==> src/rtl/tunnel_pkg.sv <==
// Shared constants and FSM encoding for the tunnel row BRAM scheduler.
// Holds no logic of its own; the timing constants follow the sync_gen50 counters.
package tunnel_pkg;
    localparam int TUNNEL_ADDR_W = 6;
    localparam int TUNNEL_DATA_W = 72;
    localparam int H_FETCH       = 1290;
    localparam int V_ACTIVE      = 480;
    localparam int Y_TOP         = 113;
    localparam int ROWS          = 64;

    typedef enum logic [1:0] {
        IDLE    = 2'd0,
        FETCH   = 2'd1,
        CAPTURE = 2'd2
    } sched_state_t;
endpackage

==> src/rtl/tunnel_scan_window.sv <==
// Decodes the scan position into fetch / write-window / frame-tick conditions.
// Purely combinational (zero latency); it never stalls anything.
module tunnel_scan_window
    import tunnel_pkg::*;
#(
    parameter int ADDR_W   = TUNNEL_ADDR_W,
    parameter int Y_TOP_P  = Y_TOP,
    parameter int ROWS_P   = ROWS,
    parameter int H_FETCH_P  = H_FETCH,
    parameter int V_ACTIVE_P = V_ACTIVE
) (
    input  logic [10:0]       xpos,
    input  logic [9:0]        ypos,
    output logic              fetch_hit,
    output logic [ADDR_W-1:0] fetch_row,
    output logic              write_window,
    output logic              tick_hit
);
    // The row for line N is fetched during the blanking of line N-1.
    localparam logic [9:0]  Y_FIRST = 10'(Y_TOP_P - 1);
    localparam logic [9:0]  Y_LAST  = 10'(Y_TOP_P + ROWS_P - 2);
    localparam logic [9:0]  Y_END   = 10'(Y_TOP_P + ROWS_P);
    localparam logic [9:0]  Y_VBL   = 10'(V_ACTIVE_P);
    localparam logic [10:0] X_FETCH = 11'(H_FETCH_P);

    always_comb begin
        fetch_hit    = (xpos == X_FETCH) && (ypos >= Y_FIRST) && (ypos <= Y_LAST);
        fetch_row    = ADDR_W'(ypos - Y_FIRST);
        write_window = (ypos < Y_FIRST) || (ypos >= Y_END);
        tick_hit     = (xpos == 11'd0) && (ypos == Y_VBL);
    end
endmodule

==> src/rtl/tunnel_bram_sched.sv <==
// Single-port BRAM arbiter: display fetch has absolute priority, engine writes wait for the write window.
// BRAM controls one cycle after the decision, row capture two cycles after bram_en; requester must drop or advance eng_req while eng_gnt is high.
module tunnel_bram_sched
    import tunnel_pkg::*;
#(
    parameter int ADDR_W     = TUNNEL_ADDR_W,
    parameter int DATA_W     = TUNNEL_DATA_W,
    parameter int Y_TOP_P    = Y_TOP,
    parameter int ROWS_P     = ROWS,
    parameter int H_FETCH_P  = H_FETCH,
    parameter int V_ACTIVE_P = V_ACTIVE
) (
    input  logic              clock,
    input  logic              resetn,
    input  logic [10:0]       xpos,
    input  logic [9:0]        ypos,
    output logic              frame_tick,
    output logic [DATA_W-1:0] disp_row_data,
    output logic              disp_row_valid,
    input  logic              eng_req,
    input  logic              eng_we,
    input  logic [ADDR_W-1:0] eng_addr,
    input  logic [DATA_W-1:0] eng_wdata,
    output logic              eng_gnt,
    output logic              eng_rvalid,
    output logic [DATA_W-1:0] eng_rdata,
    output logic              bram_en,
    output logic              bram_we,
    output logic [ADDR_W-1:0] bram_addr,
    output logic [DATA_W-1:0] bram_wdata,
    input  logic [DATA_W-1:0] bram_rdata
);
    logic              fetch_hit;
    logic [ADDR_W-1:0] fetch_row;
    logic              write_window;
    logic              tick_hit;

    tunnel_scan_window #(
        .ADDR_W     (ADDR_W),
        .Y_TOP_P    (Y_TOP_P),
        .ROWS_P     (ROWS_P),
        .H_FETCH_P  (H_FETCH_P),
        .V_ACTIVE_P (V_ACTIVE_P)
    ) u_scan_window (
        .xpos         (xpos),
        .ypos         (ypos),
        .fetch_hit    (fetch_hit),
        .fetch_row    (fetch_row),
        .write_window (write_window),
        .tick_hit     (tick_hit)
    );

    sched_state_t      state_q, state_d;
    logic              bram_en_q, bram_en_d;
    logic              bram_we_q, bram_we_d;
    logic [ADDR_W-1:0] bram_addr_q, bram_addr_d;
    logic [DATA_W-1:0] bram_wdata_q, bram_wdata_d;
    logic              eng_gnt_q, eng_gnt_d;
    logic              eng_rvalid_q, eng_rvalid_d;
    logic              frame_tick_q, frame_tick_d;
    logic [DATA_W-1:0] disp_row_data_q, disp_row_data_d;
    logic              disp_row_valid_q, disp_row_valid_d;

    always_comb begin
        state_d          = state_q;
        bram_en_d        = 1'b0;
        bram_we_d        = 1'b0;
        bram_addr_d      = bram_addr_q;
        bram_wdata_d     = bram_wdata_q;
        eng_gnt_d        = 1'b0;
        // bram_we_q still describes the access granted last cycle.
        eng_rvalid_d     = eng_gnt_q && !bram_we_q;
        frame_tick_d     = tick_hit;
        disp_row_data_d  = disp_row_data_q;
        disp_row_valid_d = disp_row_valid_q;

        case (state_q)
            FETCH:   state_d = CAPTURE;
            CAPTURE: begin
                disp_row_data_d  = bram_rdata;
                disp_row_valid_d = 1'b1;
                state_d          = IDLE;
            end
            default: state_d = IDLE;
        endcase

        if (fetch_hit) begin
            bram_en_d   = 1'b1;
            bram_addr_d = fetch_row;
            state_d     = FETCH;
        end else if (eng_req && (!eng_we || write_window)) begin
            bram_en_d    = 1'b1;
            bram_we_d    = eng_we;
            bram_addr_d  = eng_addr;
            bram_wdata_d = eng_wdata;
            eng_gnt_d    = 1'b1;
        end

        if (tick_hit) begin
            disp_row_valid_d = 1'b0;
        end
    end

    always_ff @(posedge clock or negedge resetn) begin
        if (!resetn) begin
            state_q          <= IDLE;
            bram_en_q        <= 1'b0;
            bram_we_q        <= 1'b0;
            bram_addr_q      <= '0;
            bram_wdata_q     <= '0;
            eng_gnt_q        <= 1'b0;
            eng_rvalid_q     <= 1'b0;
            frame_tick_q     <= 1'b0;
            disp_row_data_q  <= '0;
            disp_row_valid_q <= 1'b0;
        end else begin
            state_q          <= state_d;
            bram_en_q        <= bram_en_d;
            bram_we_q        <= bram_we_d;
            bram_addr_q      <= bram_addr_d;
            bram_wdata_q     <= bram_wdata_d;
            eng_gnt_q        <= eng_gnt_d;
            eng_rvalid_q     <= eng_rvalid_d;
            frame_tick_q     <= frame_tick_d;
            disp_row_data_q  <= disp_row_data_d;
            disp_row_valid_q <= disp_row_valid_d;
        end
    end

    assign bram_en        = bram_en_q;
    assign bram_we        = bram_we_q;
    assign bram_addr      = bram_addr_q;
    assign bram_wdata     = bram_wdata_q;
    assign eng_gnt        = eng_gnt_q;
    assign eng_rvalid     = eng_rvalid_q;
    assign eng_rdata      = bram_rdata;
    assign frame_tick     = frame_tick_q;
    assign disp_row_data  = disp_row_data_q;
    assign disp_row_valid = disp_row_valid_q;
endmodule

==> config.mk <==
export PLATFORM = sky130hd
export DESIGN_NAME = tunnel_bram_sched
export DESIGN_NICKNAME = d
export VERILOG_FILES = /design/src/rtl/tunnel_pkg.sv /design/src/rtl/tunnel_scan_window.sv /design/src/rtl/tunnel_bram_sched.sv
export SDC_FILE = /design/constraint.sdc
export NUM_CORES = 1
export LEC_CHECK = 0
export ABC_AREA = 1
export CORE_AREA = 8 8 149 151
export DETAILED_ROUTE_END_ITERATION = 16
export DIE_AREA = 0 0 157 159
export PLACE_DENSITY_LB_ADDON = 0.1
export SYNTH_ARGS = -nofsm -noshare
export SYNTH_HDL_FRONTEND = slang
export SYNTH_SLANG_ARGS = --single-unit
==> constraint.sdc <==
create_clock -name clock -period 1.4 [get_ports clock]
set_input_delay 0.28 -clock clock [delete_from_list [all_inputs] [get_ports clock]]
set_output_delay 0.28 -clock clock [all_outputs]
set_load 0.02 [all_outputs]
# Word level (Yosys, flattened, before mapping)
# Cells that the tools add are included.
[totals]
n_memories = 0
ram_bits = 0
output_inout_bits = 228
rom_bits = 0
in_bits = 175
reg_bits = 158
latchBits = 0
[op_classes]
n_addsub = 1
magnitude_cmp = 4
n_mul = 0
n_reduce_logical = 13
n_div = 0
n_shift = 0
muxes = 11
n_bitwise = 1
eq_ne = 4
[op_table]
columns = ["operator", "count"]
rows = [
  ["2-to-1 mux 6 bit", 2],
  ["equality test 11 bit (second input constant)", 1],
  ["logical NOT 11 bit", 1],
  ["equality test 10 x 9 -> 1 bit (second input constant)", 1],
  ["greater-or-equal comparator 10 x 7 -> 1 bit (second input constant)", 1],
  ["greater-or-equal comparator 10 x 8 -> 1 bit (second input constant)", 1],
  ["<= comparator 10 x 8 -> 1 bit (second input constant)", 1],
  ["less-than comparator 10 x 7 -> 1 bit (second input constant)", 1],
  ["2-to-1 mux 1 bit", 7],
  ["subtractor 6 bit (second input constant)", 1],
  ["logical AND 1 bit", 5],
  ["2-to-1 mux 2 bit", 2],
  ["nonzero test 2 bit", 2],
  ["equality test 2 x 1 -> 1 bit (second input constant)", 1],
  ["equality test 2 bit (second input constant)", 1],
  ["logical NOT 1 bit", 2],
  ["logical OR 1 bit", 2],
  ["AND reduction 2 bit", 1],
  ["NOT 1 bit", 1],
]

# Longest topological paths before layout
# Gate-level depths: netlist of run 1.
[depth]
word_depth = 6
mapped_depth = 12
ltp_nobuf = 11

# Modules after synthesis
# From an unflattened synthesis of run 1, not the netlist that was laid out.
[unflattened]
hier_cells = 823
area_unflattened_um2 = 7214.4
[modules_own_cells]
columns = ["module", "cells_per_inst", "n_inst", "area_per_inst_um2"]
rows = [
  ["tunnel_bram_sched", 771, 1, 6961.7],
  ["tunnel_scan_window", 52, 1, 252.7],
]

# Worst setup path after synthesis of run 1
# No wires, ideal clock.
[synth_path]
path_type = "input port to flip-flop"
start = "in ypos[4]"
end = "reg bram_wdata_q[35] (netlist: bram_wdata[35])"
path_stages = 11
setup_ps = 118
t_arrival_ps = 1424
path_slack_ps = -141
cell_sequence = "ha_1 -> nand2_1 -> nand2_1 -> nor2_1 -> nor2_1 -> a21boi_2 -> nand2_2 -> buf_6 -> buf_4 -> nand2_1 -> o21ai_2"
[synth_via]
elab_chain_cells = 5
elab_cells_between_ends = 11
classes_between = "order compare: 4; bitwise: 1; reduce/logical: 6"
[synth_lines]
columns = ["item", "line", "text"]
rows = [
  ["start, declared", "tunnel_bram_sched.sv:16", "input logic [9:0] ypos,"],
  ["less-than comparator 10 x 7 -> 1 bit (tied with other cells)", "tunnel_scan_window.sv:29", "write_window = (ypos < Y_FIRST) || (ypos >= Y_END);"],
  ["logical OR 1 bit or logical AND 1 bit (tied branches)", "tunnel_scan_window.sv:29, tunnel_scan_window.sv:27", ""],
  ["logical OR 1 bit or logical AND 1 bit (tied branches)", "tunnel_bram_sched.sv:91, tunnel_scan_window.sv:27", ""],
  ["logical AND 1 bit or NOT 1 bit (tied branches)", "-", ""],
  ["AND reduction 2 bit (no source line) (*)", "-", ""],
  ["end signal, assigned", "tunnel_bram_sched.sv:121", "bram_wdata_q <= bram_wdata_d;"],
  ["end, declared", "tunnel_bram_sched.sv:57", "logic [DATA_W-1:0] bram_wdata_q, bram_wdata_d;"],
]
# Every way passes the cells marked *; elsewhere a longest branch is shown, timed or not.
# A chain may end at the register's enable or synchronous reset.

# Worst setup path in the final report of run 1
[layout_path]
start = "in ypos[5]"
end = "reg bram_wdata_q[42] (netlist: bram_wdata[42])"
# The elaborated chain is that of the path after synthesis.

==> results of run 1 <==
routing by layer:
metal | track usage, % | routed length (um) | vias to the layer above
met2 | 37.0 | 13600 | 258
met4 | 10.6 | 1080 | 2
li1 | - | - | 3297
met3 | 6.95 | 2220 | 57
met5 | 0 | 13 | -
met1 | 23.2 | 10200 | 3147
how the worst max path moves through the flow:
stage                       start                    endpoint  cells after the start
after floorplan           ypos[4]  bram_wdata[42]$_DFFE_PN0P_                     11
after global placement    ypos[4]  bram_wdata[59]$_DFFE_PN0P_                     11
after detailed placement  ypos[4]  bram_wdata[40]$_DFFE_PN0P_                     11
after CTS                 ypos[5]  bram_wdata[63]$_DFFE_PN0P_                     14
after global routing      ypos[5]  bram_wdata[46]$_DFFE_PN0P_                     14
final                     ypos[5]  bram_wdata[42]$_DFFE_PN0P_                     14
flip-flops by register name, summed over array words and instances (netlist names):
name / cells
bram_wdata: 72
bram_en: 1
eng_rvalid: 1
disp_row_data: 72
frame_tick: 1
state_q: 2
bram_addr: 6
eng_gnt: 1
bram_we: 1
disp_row_valid: 1
cells in the mapped netlist, types with 2 or more instances:
master | instances | share of area (%)
nand2_1 | 335 | 18
dfrtp_1 | 158 | 55
inv_1 | 91 | 4.8
buf_1 | 5 | 0.26
nor2_1 | 17 | 0.89
buf_6 | 13 | 2.0
clkbuf_1 | 9 | 0.47
nor2_2 | 2 | 0.17
buf_4 | 75 | 7.9
nand2_2 | 2 | 0.17
o21ai_2 | 63 | 7.7
ha_1 | 2 | 0.35
nor3_1 | 2 | 0.14
nand3_1 | 16 | 1.1
o21ai_1 | 9 | 0.63
per-stage QoR:
stage	total power, W	hold slack (ns)
final	0.0128	0.187
after global placement	0.00837	0.193
after floorplan	0.00656	-0.0156
after detailed placement	0.00839	0.194
after global routing	0.0133	0.197
after CTS	0.0130	0.146
worst min-delay path: stages:
cell     delay (ns)
buf_2          0.12
nand4_1        0.11
nor4_2         0.06
layout make-up:
cell class,count,area [sq um],share of cell area (%)
inverters,92,345,2.67
multi-input cells,453,2410,18.7
repair buffers,542,5330,41.2
diodes,2,5.00,0.0387
clock inverters,13,105,0.812
clock buffers,19,453,3.50
well taps,270,338,2.61
flip-flops and latches,158,3950,30.5
layout by cell type (no fill, tap or decap), types with 10 or more instances in the layout:
| cell type | netlist | routed |
|---|---|---|
| buf_16 | 0 | 12 |
| nand2_1 | 335 | 287 |
| clkbuf_2 | 0 | 47 |
| o21ai_2 | 63 | 63 |
| inv_1 | 91 | 87 |
| nand2_4 | 1 | 12 |
| clkbuf_16 | 0 | 18 |
| dfrtp_1 | 158 | 158 |
| buf_6 | 13 | 10 |
| clkdlybuf4s15_1 | 0 | 35 |
| dlygate4sd2_1 | 0 | 29 |
| buf_2 | 0 | 30 |
| buf_4 | 75 | 104 |
| buf_12 | 0 | 20 |
| nand3_1 | 16 | 11 |
| nand2_2 | 2 | 38 |
| clkdlybuf4s15_2 | 0 | 97 |
| clkdlybuf4s50_1 | 0 | 151 |
power by group:
part           leakage (nW)  switching [W]  internal (W)
Sequential             1.89       0.000231       0.00492
Combinational          4.36        0.00163       0.00161
Clock                 0.269        0.00201       0.00240
cells by family after synthesis:
| kind of cell | count (synthesis) | share of synthesized area [%] |
|---|---|---|
| DFF | 158 | 55.3 |
| AOI/OAI and AO/OA | 73 | 8.50 |
| buffers and inverters | 194 | 15.5 |
| and+or+nand+nor | 377 | 20.4 |
| adders and majority gates | 2 | 0.350 |
what timing repair did:
item                                   4_1_cts  5_1_grt
cloned                                      13        1
pin swaps                                   23       12
setup endpoints to repair                  302      167
endpoints found under the hold margin       22        0
resized for setup                          640      135
hold buffers                                 1        0
buffers inserted                            39        2
==> impl_metrics.tcl, run 1 <==
set metrics [dict create \
    chipWidth_um 157 \
    post_drt_wl_per_cell_um 17.5 \
    h-tree-depth 4 \
    initial_core_util_pct 36.1 \
    antenna_left 0 \
    fin_util_pct 65.2 \
    final_cell_count_no_fill 1549 \
    place_inst 1467 \
    start_kind "input pin" \
    route.vias.total 6761 \
    fin_setup_tns_ns -0.545 \
    track_usage_pct 21.5 \
    min_delay_path_depth 3 \
    die_h_um 159 \
    grt_pass1_wl_um 41000 \
    io_pins 403 \
    antenna_found_initial 3 \
    clock_latency_ns 0.42 \
    areaGrowthSynthToFinish_pct 80.9 \
    dp_hpwl_um 20000 \
    worst-setup-path-type "in -> reg" \
    min_to "frame_tick$_DFF_PN0_" \
    final_area_sq_um 12900 \
    synth_seq_area_share_pct 55.3 \
    regToRegEndpoint "disp_row_data[20]$_DFFE_PN0P_" \
    dp_slack_ns -0.790 \
    drv_cap 0 \
    drt-pass1-iter-count 4 \
    drc 0 \
    violations "setup timing" \
    async_flop_share_pct 100 \
    cp-end-kind "flip-flop" \
    cp_top_family "buffers and inverters" \
    synth_ff_type "dfrtp_1" \
    rr_startpoint "state_q[0]$_DFF_PN0_" \
    cts-root-buf "clkbuf_16" \
    port_buffers 402 \
    yosys_warnings 0 \
    finalCritPeriodShare_pct 104 \
    synth_edf_count 0 \
    grt_pass1_vias 7124 \
    routabilityCongestion 0.799 \
    drtIter0Drc 278 \
    cp_num_buf_inv 5 \
    hold_path_class "in -> reg" \
    worst-path-max-fanout 5 \
    path_cells "buf_8 -> ha_4 -> nand2_2 -> nand2_2 -> nor2_4 -> nor2_4 -> a21boi_4 -> nand2_8 -> buf_12 -> buf_8 -> buf_12 -> buf_16 -> nand2_1 -> o21ai_1" \
    die-area_sq_um 25000 \
    synth.avg_cell_area_sq_um 8.90 \
    nFillCells 1669 \
    final.min_clock_period_ns 1.46 \
    hold_violations 0 \
    slew_headroom_pct 75.7 \
    crit_slowest_cell "a21boi_4" \
    cts_buffers 17 \
    clock_path_buffers 2 \
    clk_pin_slew_ns 0.07 \
    drv_slew 0 \
    nets 1441 \
    power.leakage_nw 6.52 \
    cp.arrival_ns 1.78 \
    num_rows 52 \
    final_layout_size_suffix_gt1_share_pct 39.1 \
    power_density_nw_per_um2 989 \
    rsz0062_at_grt "yes" \
    routed_via_density 4.36 \
    setup_viol_count_final 11 \
    fin_ws_ns -0.0594 \
    finClkSkew_ns 0.00865 \
    max_freq_ghz 0.685 \
    syn-instance-count 804 \
    drt-total-wl_um 27100 \
    r2r_slack_ns 0.20 \
    synth.net_count 981 \
    worstPathRequired_ns 1.72 \
    ff2ff_path_depth 6 \
    status "finished with violations" \
    synth.distinct_cells 20 \
    critPathMaxStageDelay_ns 0.22 \
    ys_ff_latch 158 \
    core_sq_um 19800 \
    tightest_slew_ns 0.364 \
    synth_area_sq_um 7150 \
    place_area_sq_um 11700 \
    grt_max_degree 67 \
    grt-ovfl-total 0 \
    min_from "ypos[7]" \
    cts_sinks 158 \
    cts_tree "built" \
    max-vdd-ir-drop_uv 841 \
]
No activity file was read; power rests on OpenSTA's default activity.
==> run 2, diff against run 1 <==
--- a/config.mk
+++ b/config.mk
@@ -6,7 +6,9 @@
 export NUM_CORES = 1
 export LEC_CHECK = 0
 export ABC_AREA = 1
+export ABC_CLOCK_PERIOD_IN_PS = 1400
 export CORE_AREA = 8 8 149 151
+export CTS_CLUSTER_DIAMETER = 30
 export DETAILED_ROUTE_END_ITERATION = 16
 export DIE_AREA = 0 0 157 159
 export PLACE_DENSITY_LB_ADDON = 0.1
==> results of run 2 <==
Same layout as run 1: the final DEF is identical, and so are final timing and power.
==> run 3, diff against run 2 <==
--- a/config.mk
+++ b/config.mk
@@ -12,6 +12,8 @@
 export DETAILED_ROUTE_END_ITERATION = 16
 export DIE_AREA = 0 0 157 159
 export PLACE_DENSITY_LB_ADDON = 0.1
+export SLEW_MARGIN = 20
 export SYNTH_ARGS = -nofsm -noshare
 export SYNTH_HDL_FRONTEND = slang
 export SYNTH_SLANG_ARGS = --single-unit
+export TNS_END_PERCENT = 30
==> run 3 against run 2 <==
  * Cell count barely moved
  * Routed wire length up 0.80%
  * Via count up 0.33%
  * First-iteration DRC count shrank 14%
  * The flow still finishes with violations (setup timing)
  * Sequential share of layout area down 0.46 points
  * Combinational power is essentially flat
  * Flip-flop and latch count did not move
  * Worst hold slack worse by 0.0091 ns
  * Largest cell class unchanged
  * Sequential power is essentially flat
  * Die area did not move
  * Critical endpoint is now bram_wdata[39]$_DFFE_PN0P_
  * Critical path depth unchanged
==> impl_metrics.tcl, run 3 (synthesized netlist as in run 1, its figures left out) <==
set metrics [dict create \
    num_rows 52 \
    place_inst 1462 \
    finClkSkew_ns 0.00429 \
    routabilityCongestion 0.819 \
    final_common_cell "nand2_1" \
    setup_viol_count_final 17 \
    clock_latency_ns 0.42 \
    drt-pass1-iter-count 5 \
    die-area_sq_um 25000 \
    dp_hpwl_um 19700 \
    clk_pin_slew_ns 0.07 \
    hold_violations 0 \
    drt-total-wl_um 27300 \
    cts_tree "built" \
    cts_buffers 17 \
    h-tree-depth 4 \
    violations "setup timing" \
    start_kind "input pin" \
    r2r_slack_ns 0.30 \
    dp_slack_ns -0.805 \
    routed_via_density 4.38 \
    areaGrowthSynthToFinish_pct 83.7 \
    power.leakage_nw 6.59 \
    cp-end-kind "flip-flop" \
    slew_headroom_pct 76.7 \
    hold_path_class "in -> reg" \
    drc 0 \
    cts-root-buf "clkbuf_16" \
    fin_ws_ns -0.0207 \
    antenna_found_initial 2 \
    worst-path-max-fanout 7 \
    grt_max_degree 51 \
    final.min_clock_period_ns 1.42 \
    tightest_slew_ns 0.350 \
    max-vdd-ir-drop_uv 890 \
    die_h_um 159 \
    cts_sinks 158 \
    fin_util_pct 66.2 \
    power_density_nw_per_um2 1020 \
    worstPathRequired_ns 1.72 \
    drtIter0Drc 240 \
    min_to "frame_tick$_DFF_PN0_" \
    grt_pass1_wl_um 41000 \
    grt_pass1_vias 7112 \
    mostFrequentLayoutCells "nand2_1, dfrtp_1, clkdlybuf4s50_1, buf_4, clkdlybuf4s15_2" \
    io_pins 403 \
    grt-ovfl-total 0 \
    port_buffers 402 \
    core_sq_um 19800 \
    regToRegEndpoint "disp_row_valid$_DFFE_PN0P_" \
    route.vias.total 6783 \
    antenna_left 0 \
    nets 1443 \
    drv_cap 0 \
    rsz0062_at_grt "yes" \
    status "finished with violations" \
    drv_slew 0 \
    final_layout_size_suffix_gt1_share_pct 40.7 \
    cp.arrival_ns 1.74 \
    rr_startpoint "state_q[0]$_DFF_PN0_" \
    initial_core_util_pct 36.1 \
    worst-setup-path-type "in -> reg" \
    final_cell_count_no_fill 1550 \
    finalCritPeriodShare_pct 101 \
    post_drt_wl_per_cell_um 17.6 \
    ff2ff_path_depth 6 \
    min_from "xpos[9]" \
    clock_path_buffers 2 \
    min_delay_path_depth 4 \
    track_usage_pct 21.4 \
    chipWidth_um 157 \
    max_freq_ghz 0.704 \
]
==> run 3: cell count changes in the layout (fill, tap and decap cells not counted), moves of 3 or more <==
cell and change:
nor2_2 -4, buf_2 +10, nand2_2 +7, dlygate4sd2_1 -9, nand2_4 +9, bufinv_16 +4, nand2_1 -17, clkdlybuf4s15_1 +8
clkdlybuf4s15_2 +3, clkbuf_2 -8
==> run 3: per-layer routing <==
layer / up-vias / track usage, % / wire (um)
met5: - / 0 / 13
met4: 2 / 9.31 / 936
met3: 48 / 7.36 / 2320
met2: 262 / 38.1 / 14100
met1: 3172 / 22.4 / 9970
li1: 3299 / - / -
==> run 3: worst max-delay path by stage <==
stage,from,endpoint,depth (start not counted)
global route,ypos[5],bram_wdata[39]$_DFFE_PN0P_,14
CTS,xpos[7],bram_wdata[51]$_DFFE_PN0P_,13
detailed placement,ypos[4],bram_wdata[51]$_DFFE_PN0P_,11
floorplan,ypos[4],bram_wdata[42]$_DFFE_PN0P_,11
global placement,ypos[4],bram_wdata[43]$_DFFE_PN0P_,11
finish,ypos[4],bram_wdata[39]$_DFFE_PN0P_,14
==> run 3: stage by stage <==
stage	total power, W	hold slack, ns	TNS [ns]	area [sq um]
final	0.0134	0.178	-0.139	13100
after global routing	0.0140	0.205	-2.28	13100
after CTS	0.0135	0.161	-0.0392	13300
after detailed placement	0.00833	0.192	-80.61	11600
after global placement	0.00831	0.194	-78.76	11600
after floorplan	0.00654	-0.0156	-5.15	7220
==> run 3: final cells by class <==
type / instances / area [sq um]
antenna: 1 / 2.50
sequential: 158 / 3950
fill: 1690 / 6700
clock buffer: 19 / 443
inverter: 92 / 348
tap: 270 / 338
timing repair buffer: 543 / 5310
clock inverter: 13 / 188
multi-input combinational: 454 / 2560
==> run 3: timing repair <==
| action | CTS | global route |
|---|---|---|
| endpoints found under the setup margin | 305 | 171 |
| resized for setup | 638 | 206 |
| gates cloned | 16 | 2 |
| hold buffers | 1 | 0 |
| pin swaps | 22 | 26 |
| hold endpoints to repair | 27 | 0 |
| setup buffers | 40 | 4 |
==> run 3: where the power goes <==
| group | leakage (nW) | internal [W] | switching, W |
|---|---|---|---|
| Sequential | 1.89 | 0.00492 | 0.000247 |
| Combinational | 4.40 | 0.00160 | 0.00165 |
| Clock | 0.300 | 0.00304 | 0.00196 |
==> run 3: worst max-delay path: stages <==
cell      delay [ns]
buf_8           0.10
ha_4            0.15
nand2_2         0.06
nand2_2         0.06
nor2_4          0.13
nor2_4          0.06
a21boi_4        0.20
buf_6           0.13
buf_6           0.10
nand2_8         0.06
buf_4           0.13
buf_6           0.13
nand2_1         0.08
o21ai_2         0.06
